## src/rtl/pc_update_unit.sv

```systemverilog
// Program-counter stage: holds PC/EPC, applies unconditional or branch-conditional writes,
// and runs the exception vector-fetch sequence (save EPC, read handler byte, load PC).
module pc_update_unit #(
    parameter logic [31:0] RESET_PC     = 32'h0000_0000,
    parameter logic [31:0] EXC_VEC_BASE = 32'd253,
    parameter int unsigned MEM_LAT      = 1,
    parameter logic [31:0] PC_INC       = 32'd4
) (
    input  logic        clk_i,
    input  logic        rst_ni,
    input  logic [31:0] pc_next_in_i,
    input  logic        pc_write_i,
    input  logic        pc_write_cond_i,
    input  logic [1:0]  branch_op_i,
    input  logic        alu_zero_i,
    input  logic        alu_neg_i,
    input  logic        exc_req_i,
    input  logic [1:0]  exc_cause_i,
    input  logic [7:0]  mem_rdata_i,
    output logic        mem_rd_o,
    output logic [31:0] mem_addr_o,
    output logic [31:0] pc_out_o,
    output logic [31:0] epc_out_o,
    output logic        exc_busy_o,
    output logic        exc_done_o
);

    typedef enum logic [1:0] {StIdle, StRd, StWait, StLoad} state_e;

    state_e      state_q, state_d;
    logic [31:0] pc_q, pc_d;
    logic [31:0] epc_q, epc_d;
    logic [1:0]  cause_q, cause_d;
    logic [31:0] cnt_q, cnt_d;
    logic        take;

    always_comb begin
        case (branch_op_i)
            2'b00:   take = alu_zero_i;
            2'b01:   take = ~alu_zero_i;
            2'b10:   take = alu_zero_i | alu_neg_i;
            default: take = ~alu_zero_i & ~alu_neg_i;
        endcase
    end

    always_comb begin
        state_d = state_q;
        pc_d    = pc_q;
        epc_d   = epc_q;
        cause_d = cause_q;
        cnt_d   = cnt_q;
        case (state_q)
            StIdle: begin
                // Exception takes priority over any PC write in the same cycle.
                if (exc_req_i && (exc_cause_i != 2'b00)) begin
                    epc_d   = pc_q - PC_INC;
                    cause_d = exc_cause_i;
                    state_d = StRd;
                end else if (pc_write_i || (pc_write_cond_i && take)) begin
                    pc_d = pc_next_in_i;
                end
            end
            StRd: begin
                if (MEM_LAT > 1) begin
                    cnt_d   = MEM_LAT - 32'd2;
                    state_d = StWait;
                end else begin
                    state_d = StLoad;
                end
            end
            StWait: begin
                if (cnt_q == 32'd0) begin
                    state_d = StLoad;
                end else begin
                    cnt_d = cnt_q - 32'd1;
                end
            end
            StLoad: begin
                pc_d    = {24'b0, mem_rdata_i};
                state_d = StIdle;
            end
            default: state_d = StIdle;
        endcase
    end

    always_ff @(posedge clk_i or negedge rst_ni) begin
        if (!rst_ni) begin
            state_q <= StIdle;
            pc_q    <= RESET_PC;
            epc_q   <= 32'd0;
            cause_q <= 2'b00;
            cnt_q   <= 32'd0;
        end else begin
            state_q <= state_d;
            pc_q    <= pc_d;
            epc_q   <= epc_d;
            cause_q <= cause_d;
            cnt_q   <= cnt_d;
        end
    end

    // All strobes decode from the state register only, so exc_req never reaches mem_rd directly.
    always_comb begin
        mem_rd_o   = (state_q == StRd);
        mem_addr_o = 32'd0;
        if (state_q == StRd) begin
            mem_addr_o = EXC_VEC_BASE + {30'b0, cause_q} - 32'd1;
        end
        exc_busy_o = (state_q != StIdle);
        exc_done_o = (state_q == StLoad);
        pc_out_o   = pc_q;
        epc_out_o  = epc_q;
    end

    mem_rd_implies_busy: assert property (@(posedge clk_i) disable iff (!rst_ni)
        mem_rd_o |-> exc_busy_o);
    done_returns_idle: assert property (@(posedge clk_i) disable iff (!rst_ni)
        exc_done_o |=> !exc_busy_o);

endmodule

```

## config.mk

```make
export PLATFORM = sky130hd
export DESIGN_NAME = pc_update_unit
export DESIGN_NICKNAME = d
export VERILOG_FILES = /design/src/rtl/pc_update_unit.sv
export SDC_FILE = /design/constraint.sdc
export NUM_CORES = 1
export LEC_CHECK = 0
export CORE_ASPECT_RATIO = 0.6
export CORE_UTILIZATION = 43
export CTS_CLUSTER_DIAMETER = 200
export DETAILED_ROUTE_END_ITERATION = 6
export HOLD_SLACK_MARGIN = 0.08
export MAX_ROUTING_LAYER = met4
export PLACE_DENSITY = 0.77
export SLEW_MARGIN = 0
export SYNTH_ARGS = -nofsm -noshare
export SYNTH_HDL_FRONTEND = slang
export SYNTH_SLANG_ARGS = --single-unit
```

## constraint.sdc

```tcl
create_clock -name clk_i -period 2.2 [get_ports clk_i]
set_input_delay 0.33 -clock clk_i [delete_from_list [all_inputs] [get_ports clk_i]]
set_output_delay 0.33 -clock clk_i [all_outputs]
set_load 0.01 [all_outputs]
```

==> flow_summary.yaml, run 1 <==
run_status:
  run_status: "finished clean"
sta:
  totalNegativeSetupSlack_ns: 0
  final_period_minus_worst_setup_slack_ns: 2.17
  min_period_over_period_pct: 98.5
  timing.max_slew.rel_slack_pct: 66.1
  final-setup-viol-count: 0
  clock-skew-final_ns: 0.00859
  timing_hold_violations_final: 0
  worst-slew-pin-transition_ns: 0.503
  fmax_mhz: 462
  finalHoldWorstSlack_ns: 0.473
  finalMaxSlewViolations: 0
  setup_repair_after_global_routing_missed_its_margin: "true"
global_route:
  grt_usage_pct: 22.5
  grt_overflow: 0
  grt_pass1_wl_mm: 20.7
  grt_start_max_net_pins: 61
  first_global_vias: 4114
  grt_antenna_before_repair: 0
floorplanning:
  io_pins: 150
  initial_utilization_pct: 44.6
  die-width_um: 142
  die-height_um: 86.1
  core_um2: 11400
  row_count: 30
  die_area_um2: 12200
yosys:
  post_synth_inst_count: 504
  synth_cell_types: 45
  synth-edff-count: 0
  sequential_fraction_of_the_synthesis_area_pct: 49.3
  synth.avg_cell_area_um2: 10.1
  post-synth-top-area-cell: "sky130_fd_sc_hd__dfrtp_1"
  yosys_top_cell_area_share_pct: 49.3
  synthesis.yosys.warnings: 0
  postSynth.asyncResetShare_pct: 100
  postSynthRegisterBits: 100
  synthTopCellsByArea: "sky130_fd_sc_hd__dfrtp_1 (49%), sky130_fd_sc_hd__xnor2_1 (6.6%), sky130_fd_sc_hd__nand2_1 (5.0%)"
  mappedNetlistArea_um2: 5070
  synth_top_flop_cell: "sky130_fd_sc_hd__dfrtp_1"
worst_setup_path:
  arrival_ns: 2.43
  timing.critical_path.mode_cell: "sky130_fd_sc_hd__or4_4"
  max_stage_delay_ns: 0.58
  worst_setup_path_start_kind: "flip-flop"
  crit_fanout: 5
  cp-end-kind: "flip-flop"
  worst_path_slowest_cell: "sky130_fd_sc_hd__or4_4"
  worstPathCellList: "or4_4 -> or4_4 -> a211o_4 -> nor3_4 -> xor2_1"
  cp_top_family: "simple AND/OR/NAND/NOR gates"
  worst_path_buf_inv: 0
  timing_worst_setup_path_type: "flip-flop to flip-flop"
  critPathRequiredTime_ns: 2.47
detailed_routing:
  drtPass1Iterations: 4
  drt-initial-drc-count: 227
  totalWireLength_mm: 13.0
  vias_after_detailed_routing: 4233
  routed_wire_length_per_instance_um: 15.9
  antenna_violating_nets_post_route: 0
  drc_violation_count_after_routing: 0
  via_per_inst: 5.20
placement:
  gp_weighted_congestion: 0.880
  place.detailed.hpwl_mm: 9.33
  io_buffer_count: 125
cells_and_area:
  layout.nets: 707
  fraction_of_layout_instances_using_a_drive_strength_above_1_pct: 13.6
  regArea_um2: 2500
  syn2layout_area_growth_pct: 39.3
  multi_input_gate_area_um2: 2330
  final_common_cell: "sky130_fd_sc_hd__clkdlybuf4s50_1"
  commonest_non_fill_non_tap_cells_in_the_layout: "sky130_fd_sc_hd__clkdlybuf4s50_1 (124), sky130_fd_sc_hd__dfrtp_1 (99), sky130_fd_sc_hd__nand2_1 (66), sky130_fd_sc_hd__xnor2_1 (38), sky130_fd_sc_hd__inv_1 (33)"
  diodes: 0
  fillerInstances: 919
clock_tree:
  clk_latency_worst_skew_pair_ns: 0.34
  clk_transition_reported_paths_ns: 0.07
  cts_root_buf: "sky130_fd_sc_hd__clkbuf_16"
  htree_levels: 3
  clock_sinks: 100
  tritoncts.num_buffers: 9
  max-clock-path-buffers: 2
  tritoncts_clock_tree: "built"
power:
  power_per_cell_area_nw_per_um2: 1290
  total_leakage_power_nw: 3.17
  ir_worst_vdd_mv: 0.649
hold_path:
  timing.hold.worst.class: "flip-flop to flip-flop"
run:
  max-cap-violations: 0
==> registers in the layout, indices dropped and copies added, names as in the netlist <==
register and count:
cause_q 2, cnt_q 32, epc_out_o 32, pc_out_o 32, state_q 2
==> layer usage <==
layer  GRT usage [%]  vias to the layer above  part of all wire [%]
met4            6.84                        0                   1.6
met3            6.14                       15                   6.5
met1            30.3                     2067                    46
met2            32.9                      151                    46
li1                -                     2000                     -
met5               -                        -                     0
==> cell type report <==
type | instances | share of cell area, %
clock buffer | 11 | 3.44
clock inverter | 5 | 1.17
inverter | 33 | 1.75
multi-input combinational | 345 | 33.0
sequential | 100 | 35.4
tap | 160 | 2.83
timing repair buffer | 160 | 22.3
==> where the power goes <==
part	internal (W)	total (W)	switching [W]
Clock	0.00104	0.00173	0.000696
Combinational	0.00231	0.00440	0.00209
Sequential	0.00240	0.00297	0.000570
Total	0.00575	0.00910	0.00336
==> worst paths after layout <==
path / start / endpoint / slack [ns] / depth (start not counted)
setup / recovery: cnt_q[6] / cnt_q[20] / 0.03 / 5
hold / removal: cnt_q[31] / cnt_q[31] / 0.47 / 1
setup reg to reg: cnt_q[6] / cnt_q[20] / 0.03 / 5
hold reg to reg: cnt_q[31] / cnt_q[31] / 0.47 / 1
max in group asynchronous: rst_ni / epc_out_o[3] / 1.10 / 3
min in group asynchronous: rst_ni / epc_out_o[25] / 0.49 / 2
==> metrics by stage <==
step           utilization (%)  cells  total power (W)  worst slack [ns]  instance area, µm²
4_1_cts                   61.2    811          0.00905           0.00506                6960
5_1_grt                   62.1    814          0.00964           -0.0344                7060
3_3_place_gp              58.1    794          0.00713            0.0509                6610
2_1_floorplan                -    527          0.00512             0.108                5160
6_report                  62.1    814          0.00910            0.0334                7060
3_5_place_dp              58.1    794          0.00727           -0.0272                6610
==> cells in the mapped netlist, types with 2 or more instances <==
| cell type | instances |
|---|---|
| sky130_fd_sc_hd__nand2_1 | 67 |
| sky130_fd_sc_hd__xor2_1 | 15 |
| sky130_fd_sc_hd__inv_1 | 33 |
| sky130_fd_sc_hd__nor3_1 | 22 |
| sky130_fd_sc_hd__xnor2_1 | 38 |
| sky130_fd_sc_hd__buf_4 | 30 |
| sky130_fd_sc_hd__nand2b_1 | 2 |
| sky130_fd_sc_hd__nand4_1 | 4 |
| sky130_fd_sc_hd__o21ai_1 | 2 |
| sky130_fd_sc_hd__a21oi_1 | 4 |
| sky130_fd_sc_hd__and2_1 | 3 |
| sky130_fd_sc_hd__o21ai_0 | 30 |
| sky130_fd_sc_hd__mux2i_1 | 5 |
| sky130_fd_sc_hd__nor4_1 | 15 |
| sky130_fd_sc_hd__or3_1 | 7 |
| sky130_fd_sc_hd__mux2_2 | 18 |
| sky130_fd_sc_hd__or4_1 | 6 |
| sky130_fd_sc_hd__ha_1 | 7 |
| sky130_fd_sc_hd__o32ai_1 | 24 |
| sky130_fd_sc_hd__nor2_1 | 12 |
| sky130_fd_sc_hd__o2bb2ai_1 | 2 |
| sky130_fd_sc_hd__clkbuf_1 | 16 |
| sky130_fd_sc_hd__buf_1 | 2 |
| sky130_fd_sc_hd__a21o_1 | 2 |
| sky130_fd_sc_hd__a31oi_1 | 2 |
| sky130_fd_sc_hd__nor3b_1 | 4 |
| sky130_fd_sc_hd__nand4b_1 | 2 |
| sky130_fd_sc_hd__or4_4 | 2 |
| sky130_fd_sc_hd__nand3b_1 | 2 |
| sky130_fd_sc_hd__dfrtp_1 | 100 |
| sky130_fd_sc_hd__nor4_2 | 2 |
| sky130_fd_sc_hd__nand3_1 | 10 |
| sky130_fd_sc_hd__o31ai_1 | 2 |
==> worst register-to-register path, delay by kind of cell (launching register included) <==
| family | cells | cell delay, ns |
|---|---|---|
| AND/OR/NAND/NOR | 3 | 1.15 |
| flip-flops | 1 | 0.41 |
| AO/OA/AOI/OAI | 1 | 0.35 |
| XOR/XNOR | 1 | 0.16 |
==> timing repair <==
item	CTS	global route
setup endpoints to repair	6	25
pin swaps	1	5
hold buffers	1	0
hold endpoints to repair	35	0
buffers inserted	0	3
resized for setup	3	14
==> kinds of logic (layout without fill, tap and decap cells) <==
logic type	Yosys count	after routing	synth area share (%)
simple gates	164	164	16.5
flops	100	100	49.3
buf+inv	82	209	8.31
compound gates	74	74	9.92
xor+xnor	53	53	9.15
mux	23	23	4.98
fa+ha+maj	7	7	1.73
other cells	1	24	0.0739
(Power assumes the default switching activity.)
==> run 2, diff against run 1 <==
--- a/config.mk
+++ b/config.mk
@@ -5,6 +5,8 @@
 export SDC_FILE = /design/constraint.sdc
 export NUM_CORES = 1
 export LEC_CHECK = 0
+export ABC_CLOCK_PERIOD_IN_PS = 2200
+export CAP_MARGIN = 25
 export CORE_ASPECT_RATIO = 0.6
 export CORE_UTILIZATION = 43
 export CTS_CLUSTER_DIAMETER = 200
==> results of run 2 <==
No change in the layout: final DEF, timing and power equal those of run 1.
==> run 3, diff against run 2 <==
--- a/config.mk
+++ b/config.mk
@@ -14,6 +14,7 @@
 export HOLD_SLACK_MARGIN = 0.08
 export MAX_ROUTING_LAYER = met4
 export PLACE_DENSITY = 0.77
+export SETUP_SLACK_MARGIN = 0.15
 export SLEW_MARGIN = 0
 export SYNTH_ARGS = -nofsm -noshare
 export SYNTH_HDL_FRONTEND = slang
==> flow_summary.yaml, run 3 (synthesized netlist as in run 1, its figures left out) <==
run_status:
  run_status: "finished clean"
placement:
  io_buffer_count: 125
  place_inst: 796
  place.detailed.hpwl_mm: 9.39
  gp_weighted_congestion: 0.855
sta:
  finalMaxSlewViolations: 0
  clock-skew-final_ns: 0.00824
  min_period_over_period_pct: 95.7
  setup_repair_after_global_routing_missed_its_margin: "true"
  worst-slew-pin-transition_ns: 0.501
  timing_hold_violations_final: 0
  final_period_minus_worst_setup_slack_ns: 2.11
  final-setup-viol-count: 0
  finalHoldWorstSlack_ns: 0.475
  timing.max_slew.rel_slack_pct: 66.6
  fmax_mhz: 475
detailed_routing:
  routed_wire_length_per_instance_um: 16.1
  drc_violation_count_after_routing: 0
  via_per_inst: 5.21
  antenna_violating_nets_post_route: 0
  totalWireLength_mm: 13.3
  drtPass1Iterations: 5
  drt-initial-drc-count: 227
  vias_after_detailed_routing: 4307
worst_setup_path:
  arrival_ns: 2.33
  crit_fanout: 3
  cp-end-kind: "flip-flop"
  crit_startpoint: "cnt_q[6]"
  worst_setup_path_start_kind: "flip-flop"
  timing.critical_path.mode_cell: "sky130_fd_sc_hd__or4_4"
  critPathRequiredTime_ns: 2.42
  rr_startpoint: "cnt_q[6]"
  worstPathCellList: "or4_4 -> or4_4 -> a211o_1 -> buf_4 -> xnor2_1"
  max_stage_delay_ns: 0.51
  worst_path_slowest_cell: "sky130_fd_sc_hd__or4_4"
  timing_worst_setup_path_type: "flip-flop to flip-flop"
clock_tree:
  htree_levels: 3
  clk_transition_reported_paths_ns: 0.06
  tritoncts.num_buffers: 9
  clk_latency_worst_skew_pair_ns: 0.35
  tritoncts_clock_tree: "built"
  clock_sinks: 100
  cts_root_buf: "sky130_fd_sc_hd__clkbuf_16"
  max-clock-path-buffers: 2
cells_and_area:
  commonest_non_fill_non_tap_cells_in_the_layout: "sky130_fd_sc_hd__clkdlybuf4s50_1 (121), sky130_fd_sc_hd__dfrtp_1 (98), sky130_fd_sc_hd__nand2_1 (65), sky130_fd_sc_hd__buf_4 (40), sky130_fd_sc_hd__xnor2_1 (38)"
  fraction_of_layout_instances_using_a_drive_strength_above_1_pct: 17.5
  final_common_cell: "sky130_fd_sc_hd__clkdlybuf4s50_1"
  diodes: 0
  syn2layout_area_growth_pct: 42.7
  layout.nets: 720
  fillerInstances: 897
  fin_cells: 827
hold_path:
  min_from: "cnt_q[31]"
  timing.hold.worst.class: "flip-flop to flip-flop"
floorplanning:
  row_count: 30
  initial_utilization_pct: 44.6
  die_area_um2: 12200
  die-width_um: 142
  io_pins: 150
  die-height_um: 86.1
  core_um2: 11400
run:
  max-cap-violations: 0
power:
  clock_power_share_pct: 18.0
  total_leakage_power_nw: 3.31
  switchingPower_w: 0.00339
  sw_frac_of_total_pct: 37.3
  ir_worst_vdd_mv: 0.545
  finalPower_w: 0.00910
  pwr-share-comb_pct: 49.4
  power_per_cell_area_nw_per_um2: 1260
  reg_power_share_pct: 32.6
  intPower_w: 0.00570
global_route:
  grt_pass1_wl_mm: 20.9
  grt_start_max_net_pins: 61
  first_global_vias: 4041
  grt_usage_pct: 22.9
  grt_antenna_before_repair: 0
  grt_overflow: 0
-- run 3: layer usage --
metal	track usage (%)	vias up	wire, µm
met5	-	-	0
met4	6.84	0	150
met3	5.08	13	981
met2	32.6	161	6090
met1	32.4	2114	6120
li1	-	2019	-
-- run 3: path summary, 6_finish.rpt --
check | endpoint | slack, ns | cells past startpoint
worst max-delay path | cnt_q[18] | 0.09 | 5
worst min-delay path | cnt_q[31] | 0.48 | 1
worst max register to register | cnt_q[18] | 0.09 | 5
worst min register to register | cnt_q[31] | 0.48 | 1
max in group asynchronous | pc_out_o[2] | 0.99 | 3
min in group asynchronous | epc_out_o[11] | 0.50 | 2
-- run 3: final cells by class --
class                      count  area, µm²  area share (%)
sequential                   100       2500            34.6
multi-input combinational    345       2420            33.4
timing repair buffer         173       1680            23.2
clock buffer                  11        253            3.49
tap                          160        200            2.77
inverter                      33        124            1.71
clock inverter                 5       58.8           0.812
-- run 3: power groups by stage --
stage	Sequential, W	Clock, W	Combinational, W
floorplan	0.00313	0	0.00200
global placement	0.00291	0	0.00419
detailed placement	0.00293	0	0.00429
CTS	0.00293	0.00167	0.00435
global route	0.00304	0.00174	0.00486
finish	0.00297	0.00164	0.00450
-- run 3: repair_timing --
action | in CTS | in global routing
setup buffers | 6 | 8
cloned | 0 | 0
hold buffers | 1 | 0
pin swaps | 3 | 8
endpoints found under the hold margin | 36 | 0
gates resized for setup | 11 | 29
endpoints found under the setup margin | 18 | 36
-- run 3: worst max-delay path, delay by kind of cell, from the launching register on --
kind / cells / cell delay (ns)
and+or+nand+nor: 2 / 1.01
DFF: 1 / 0.41
buffers and inverters: 1 / 0.15
xor gates and xnor gates: 1 / 0.11
AOI/OAI and AO/OA: 1 / 0.29
-- run 3: stage by stage --
stage | area, µm² | TNS [ns] | util, % | setup WS, ns
finish | 7240 | 0 | 63.6 | 0.0945
global route | 7240 | 0 | 63.6 | 0.0357
CTS | 7020 | 0 | 61.7 | 0.0791
detailed placement | 6610 | -0.000179 | 58.1 | -0.000179
global placement | 6610 | 0 | 58.1 | 0.0475
floorplan | 5170 | 0 | - | 0.154
